`config.mk`:
```
export PLATFORM = sky130hd
export DESIGN_NAME = imem_loadable_flat
export DESIGN_NICKNAME = d
export VERILOG_FILES = /design/src/rtl/imem_loadable_if.sv /design/src/rtl/imem_loadable.sv /design/src/flat_wrapper.sv
export SDC_FILE = /design/constraint.sdc
export NUM_CORES = 2
export LEC_CHECK = 0
export ABC_AREA = 1
export CAP_MARGIN = 25
export CORE_AREA = 2 2 378 380
export CTS_BUF_LIST = sky130_fd_sc_hd__clkbuf_8
export DETAILED_ROUTE_END_ITERATION = 7
export DIE_AREA = 0 0 380 382
export PLACE_DENSITY = 0.86
export SKIP_CTS_REPAIR_TIMING = 1
export SLEW_MARGIN = 10
export SYNTH_ARGS = -nofsm -noshare
export SYNTH_HDL_FRONTEND = slang
export SYNTH_SLANG_ARGS = --single-unit
```
`constraint.sdc`:
```
create_clock -name clk -period 3.6 [get_ports clk]
set_input_delay 0.72 -clock clk [delete_from_list [all_inputs] [get_ports clk]]
set_output_delay 0.72 -clock clk [all_outputs]
set_load 0.03 [all_outputs]
```
`src/rtl/imem_loadable_if.sv`:
```
// imem_loadable_if: fetch and program-load signal bundle for imem_loadable.
//   master : driven by the fetch stage / boot loader (requests, load stream)
//   slave  : the instruction memory (instruction, status, loader handshake)
// Fetch group : fetch_req, fetch_addr, fetch_stall -> instruction, fetch_valid, addr_fault
// Load group  : load_start, load_valid, load_data, load_last -> load_ready, load_done, load_count
// parity_err exists only when IMEM_PARITY_EN is defined.
interface imem_loadable_if #(
    parameter int DW = 8,
    parameter int AW = 8,
    parameter int CW = 9
);
    logic          fetch_req;
    logic [AW-1:0] fetch_addr;
    logic          fetch_stall;
    logic [DW-1:0] instruction;
    logic          fetch_valid;
    logic          addr_fault;
    logic          load_start;
    logic          load_valid;
    logic [DW-1:0] load_data;
    logic          load_last;
    logic          load_ready;
    logic          load_done;
    logic [CW-1:0] load_count;
`ifdef IMEM_PARITY_EN
    logic          parity_err;

    modport master (
        output fetch_req, fetch_addr, fetch_stall,
        output load_start, load_valid, load_data, load_last,
        input  instruction, fetch_valid, addr_fault,
        input  load_ready, load_done, load_count, parity_err
    );

    modport slave (
        input  fetch_req, fetch_addr, fetch_stall,
        input  load_start, load_valid, load_data, load_last,
        output instruction, fetch_valid, addr_fault,
        output load_ready, load_done, load_count, parity_err
    );
`else
    modport master (
        output fetch_req, fetch_addr, fetch_stall,
        output load_start, load_valid, load_data, load_last,
        input  instruction, fetch_valid, addr_fault,
        input  load_ready, load_done, load_count
    );

    modport slave (
        input  fetch_req, fetch_addr, fetch_stall,
        input  load_start, load_valid, load_data, load_last,
        output instruction, fetch_valid, addr_fault,
        output load_ready, load_done, load_count
    );
`endif
endinterface

```
`src/rtl/imem_loadable.sv`:
```
// imem_loadable: synchronous instruction memory with a registered fetch port
// and a streaming program-load port driven by a two-state loader FSM.
//
// Ports:
//   clk  - system clock, rising edge
//   rst  - asynchronous active-high reset
//   bus  - imem_loadable_if.slave (fetch request/response, load stream, status)
//
// Optional feature: define IMEM_PARITY_EN to store an even-parity bit with
// every word, recheck it on fetch and report mismatches on bus.parity_err.
//
// state | meaning
// IDLE  | fetches serviced, waiting for load_start
// LOAD  | accepting load words, fetches dropped
module imem_loadable #(
    parameter int          DW    = 8,
    parameter int          AW    = 8,
    parameter int          DEPTH = 256,
    parameter logic [DW-1:0] NOP = '0,
    parameter int          CW    = $clog2(DEPTH) + 1
) (
    input logic          clk,
    input logic          rst,
    imem_loadable_if.slave bus
);
    localparam int PW = (DEPTH > 1) ? $clog2(DEPTH) : 1;
`ifdef IMEM_PARITY_EN
    localparam int MW = DW + 1;
`else
    localparam int MW = DW;
`endif

    typedef enum logic {IDLE = 1'b0, LOAD = 1'b1} state_t;

    state_t        state_q;
    logic [PW-1:0] ptr_q;
    logic [CW-1:0] count_q;
    logic          ready_q;
    logic          done_q;
    logic [DW-1:0] instr_q;
    logic          valid_q;
    logic          fault_q;
    logic          perr_q;

    logic [MW-1:0] mem_q [DEPTH];

    logic          wr_en;
    logic          last_wr;
    logic [MW-1:0] wr_word;
    logic          fetch_acc;
    logic          in_range;
    logic [MW-1:0] rd_word;
    logic          rd_bad;

    assign wr_en   = (state_q == LOAD) && bus.load_valid;
    // The session also ends on the top word so the pointer never wraps.
    assign last_wr = wr_en && (bus.load_last || (ptr_q == PW'(DEPTH - 1)));

`ifdef IMEM_PARITY_EN
    assign wr_word = {^bus.load_data, bus.load_data};
    // Stored word carries even parity, so any set XOR means corruption.
    assign rd_bad  = ^rd_word;
`else
    assign wr_word = bus.load_data;
    assign rd_bad  = 1'b0;
`endif

    // The cycle load_start is sampled is still IDLE, so that fetch is served.
    assign fetch_acc = bus.fetch_req && (state_q == IDLE);
    // One extra bit so DEPTH == 2**AW compares correctly.
    assign in_range  = ({1'b0, bus.fetch_addr} < (AW + 1)'(DEPTH));
    assign rd_word   = mem_q[bus.fetch_addr[PW-1:0]];

    // No reset on the array: a reset mid-load keeps already written words.
    // Non-blocking write gives read-before-write on a same-cycle fetch.
    always_ff @(posedge clk) begin
        if (wr_en) begin
            mem_q[ptr_q] <= wr_word;
        end
    end

    always_ff @(posedge clk or posedge rst) begin
        if (rst) begin
            state_q <= IDLE;
            ptr_q   <= '0;
            count_q <= '0;
            ready_q <= 1'b0;
            done_q  <= 1'b0;
            instr_q <= NOP;
            valid_q <= 1'b0;
            fault_q <= 1'b0;
            perr_q  <= 1'b0;
        end else begin
            case (state_q)
                IDLE: begin
                    if (bus.load_start) begin
                        state_q <= LOAD;
                        ptr_q   <= '0;
                        count_q <= '0;
                        done_q  <= 1'b0;
                        ready_q <= 1'b1;
                    end
                end
                LOAD: begin
                    if (wr_en) begin
                        ptr_q   <= ptr_q + PW'(1);
                        count_q <= count_q + CW'(1);
                    end
                    if (last_wr) begin
                        state_q <= IDLE;
                        done_q  <= 1'b1;
                        ready_q <= 1'b0;
                    end
                end
                default: state_q <= IDLE;
            endcase

            if (bus.fetch_stall) begin
                instr_q <= instr_q;
            end else if (fetch_acc) begin
                valid_q <= 1'b1;
                if (!in_range) begin
                    instr_q <= NOP;
                    fault_q <= 1'b1;
                    perr_q  <= 1'b0;
                end else if (rd_bad) begin
                    instr_q <= NOP;
                    fault_q <= 1'b0;
                    perr_q  <= 1'b1;
                end else begin
                    instr_q <= rd_word[DW-1:0];
                    fault_q <= 1'b0;
                    perr_q  <= 1'b0;
                end
            end else begin
                valid_q <= 1'b0;
                fault_q <= 1'b0;
                perr_q  <= 1'b0;
            end
        end
    end

    assign bus.instruction = instr_q;
    assign bus.fetch_valid = valid_q;
    assign bus.addr_fault  = fault_q;
    assign bus.load_ready  = ready_q;
    assign bus.load_done   = done_q;
    assign bus.load_count  = count_q;
`ifdef IMEM_PARITY_EN
    assign bus.parity_err  = perr_q;
`else
    logic unused_perr;
    assign unused_perr = perr_q;
`endif
endmodule

```
`src/flat_wrapper.sv`:
```
// flat-port wrapper written by rule: the top's interface ports become plain ports
module imem_loadable_flat 
#(
    parameter int          DW    = 8,
    parameter int          AW    = 8,
    parameter int          DEPTH = 256,
    parameter logic [DW-1:0] NOP = '0,
    parameter int          CW    = $clog2(DEPTH) + 1
)
  (clk, rst, bus_fetch_req, bus_fetch_addr, bus_fetch_stall, bus_load_start, bus_load_valid, bus_load_data, bus_load_last, bus_instruction, bus_fetch_valid, bus_addr_fault, bus_load_ready, bus_load_done, bus_load_count);
  imem_loadable_if #(.DW(DW), .AW(AW), .CW(CW)) bus_i ();
  input logic clk;
  input logic rst;
  input wire logic [$bits(bus_i.fetch_req)-1:0] bus_fetch_req;
  input wire logic [$bits(bus_i.fetch_addr)-1:0] bus_fetch_addr;
  input wire logic [$bits(bus_i.fetch_stall)-1:0] bus_fetch_stall;
  input wire logic [$bits(bus_i.load_start)-1:0] bus_load_start;
  input wire logic [$bits(bus_i.load_valid)-1:0] bus_load_valid;
  input wire logic [$bits(bus_i.load_data)-1:0] bus_load_data;
  input wire logic [$bits(bus_i.load_last)-1:0] bus_load_last;
  output wire logic [$bits(bus_i.instruction)-1:0] bus_instruction;
  output wire logic [$bits(bus_i.fetch_valid)-1:0] bus_fetch_valid;
  output wire logic [$bits(bus_i.addr_fault)-1:0] bus_addr_fault;
  output wire logic [$bits(bus_i.load_ready)-1:0] bus_load_ready;
  output wire logic [$bits(bus_i.load_done)-1:0] bus_load_done;
  output wire logic [$bits(bus_i.load_count)-1:0] bus_load_count;
  assign bus_i.fetch_req = bus_fetch_req;
  assign bus_i.fetch_addr = bus_fetch_addr;
  assign bus_i.fetch_stall = bus_fetch_stall;
  assign bus_i.load_start = bus_load_start;
  assign bus_i.load_valid = bus_load_valid;
  assign bus_i.load_data = bus_load_data;
  assign bus_i.load_last = bus_load_last;
  assign bus_instruction = bus_i.instruction;
  assign bus_fetch_valid = bus_i.fetch_valid;
  assign bus_addr_fault = bus_i.addr_fault;
  assign bus_load_ready = bus_i.load_ready;
  assign bus_load_done = bus_i.load_done;
  assign bus_load_count = bus_i.load_count;
  imem_loadable #(.DW(DW), .AW(AW), .DEPTH(DEPTH), .NOP(NOP), .CW(CW)) u_core (.clk(clk), .rst(rst), .bus(bus_i));
endmodule
```
==> reports/qor.txt <==
Synth Net Count -> 7,115
Leak Pwr -> 33.0 nW
die area -> 145,000 sq um
Worst path max stage delay -> 780 ps
CTS Root Cell -> clkbuf_8
Iter 0 DRT Violations -> 11.1k
failing checks -> DRC
Req. time, crit path -> 2880 ps
period utilization -> 85.3%
Final Util -> 66.1%
max-cap violations -> 0
vias -> 60.4k
die height -> 382 microns
layout cells sized above 1 -> 8.63%
H-tree depth -> 5
status -> complete, but fails checks
CP cell instances -> clkdlybuf4s50_1
synth cell count leaders -> 2,110 x nand2_1, 2,057 x nand3_1, 2,048 x edfxtp_1
initial antenna violation count -> 5
Post-synth ARST share -> 1.40%
filler instances -> 9,161
Worst EP arrival -> 2350 ps
Post-synth EDFFs -> 2,048
Setup-failing EPs final -> 0
Remaining Overflow, GRT -> 0
Remaining DRCs -> 1
WL final -> 230 mm
Max rail drop VDD -> 0.000440 V
Final Skew -> 55.5 ps
detailed placer's ending HPWL -> 131 mm
cell family with most CP delay -> buffers and inverters
Synth Flop Type -> edfxtp_1
CTS Buf Count -> 329
relative slew slack -> 27.7%
net count reported at finish -> 7,232
routability cong. -> 0.920
Initial Util -> 59.8%
sinks on the clock net -> 2,077
Yosys top cell by area -> edfxtp_1
Setup crit end kind -> output pin
Worst Path Max Fanout -> 2
Clock Path Buffers -> 4
Hold Fails Final Rpt -> 0
Avg Cell Area, Syn -> 11.9 sq um
Synth Warn # -> 0
drt via density -> 6.47
RSZ-0062 raised after global routing -> false
DIE WIDTH -> 380 microns
global-route usage over all layers -> 31.0%
cell with the most instances after synthesis -> nand2_1
crit path time final -> 3070 ps
TritonCTS clock tree -> done
Core Rows -> 138
Worst-Margin Slew -> 1080 ps
fmax -> 326 MHz
Max Slew Vio Count -> 0
Routed WL per cell -> 24.6 microns
Area contributors post-synth -> edfxtp_1 73%, nand3_1 12%, nand2_1 9.4%
critical path type -> flop to output pin
register area share after synthesis -> 73.8%
first-pass GRT wire length -> 342 mm
slowest CP cell -> clkdlybuf4s50_1
pwr dens -> 529 nW/um^2
Final ANT Viol Nets -> 0
Cell Area, Synth -> 84,300 sq um
Placeable Area -> 141,000 sq um
Worst Path Buf+Inv -> 1
worst skew pair latency -> 1030 ps
Syn Inst Count -> 7,087
num ports -> 44
Yosys reg bits -> 2,077
Area growth syn-to-layout -> 10.5%
setup TNS -> 0 ps
CTS clk-pin slew, worst paths -> 70 ps
vias in the first global route -> 58.5k
Worst Hold Class -> input port to async pin
drt pass-1 iters -> 8
# port buffers -> 42
pin count of the biggest net entering global routing -> 143
Synth top area share -> 73.0%
startpoint types -> flop
Netlist cell types -> 25
## routing by layer
metal  part of all wire (%)  global-route usage (%)  vias up
met5                      0                       0        -
met4                    5.5                    16.6        0
met3                     15                    8.41      956
met2                     47                    48.3     5388
met1                     33                    39.9    28600
li1                       -                       -    25400
## layout make-up
type                            instances  area (sq um)  share of cell area, %
Sequential cell                      2077         62200                   66.8
Multi-Input combinational cell       4478         19600                   21.0
Clock buffer                          341          4690                   5.04
Timing Repair Buffer                  270          2950                   3.17
Tap cell                             1890          2360                   2.54
Clock inverter                        213          1070                   1.15
Inverter                               48           214                  0.230
Antenna cell                            7          17.5                 0.0188
## kinds of logic after synthesis
group | Yosys count | share of synthesized area [%]
adders and majority gates | 5 | 0.0742
AOI/OAI and AO/OA | 23 | 0.156
and+or+nand+nor | 4448 | 22.9
buffers and inverters | 532 | 3.02
other | 1 | 0.00445
muxes | 1 | 0.0134
DFF | 2077 | 73.8
## cell usage in the layout, fill, tap and decap left out, types with 2 or more instances in the layout
master and n:
clkinv_1 75, nor2_1 260, bufinv_16 8, o32ai_1 2
clkinv_2 26, ha_1 5, inv_1 140, clkdlybuf4s50_1 29
diode_2 7, nand3_2 12, nor3_1 18, o21ai_0 12
inv_8 2, nand2_1 2110, clkinvlp_4 6, buf_8 11
buf_4 166, dfrtp_1 29, nand3_1 2045, clkbuf_8 342
edfxtp_1 2048, nand4_1 3, buf_12 61, a21oi_1 6
## path summary, 6_finish.rpt
path / startpoint / end / slack, ps / depth (start not counted)
max in group asynchronous: rst / u_core.bus.instruction[2] / 3130 / 3
min reg2reg: u_core.bus.load_done / u_core.bus.load_done / 490 / 2
max: u_core.bus.instruction[2] / bus_instruction[2] / 530 / 1
max reg2reg: u_core.ptr_q[4] / u_core.mem_q[192][6] / 700 / 3
min: rst / u_core.bus.load_ready / 90 / 3
min in group clk: bus_load_data[3] / u_core.mem_q[73][3] / 160 / 1
## metrics by stage
stage	instance area [sq um]	worst slack [ps]	hold slack (ps)	power [mW]	cells
floorplan	84300	1010	485	29.4	7087
global placement	87300	326	459	31.1	8760
detailed placement	87300	202	470	31.3	8761
CTS	93100	532	37.1	49.0	9315
global route	93100	552	118	50.4	9318
finish	93100	530	90.2	49.2	9324
## where the power goes
part | internal (mW) | switching, mW | leakage (nW)
Clock | 9.28 | 8.98 | 3.31
Sequential | 26.7 | 0.205 | 18.8
Combinational | 0.999 | 3.02 | 10.9
Total | 37.0 | 12.2 | 33.0
## flip-flops by register name, summed over array words and instances, names as in the netlist
name                    flops
u_core.state_q              1
u_core.bus.fetch_valid      1
u_core.bus.instruction      8
u_core.bus.load_done        1
u_core.mem_q             2048
u_core.bus.load_ready       1
u_core.bus.load_count       9
u_core.ptr_q                8
Power figures use the tool's default switching activity.
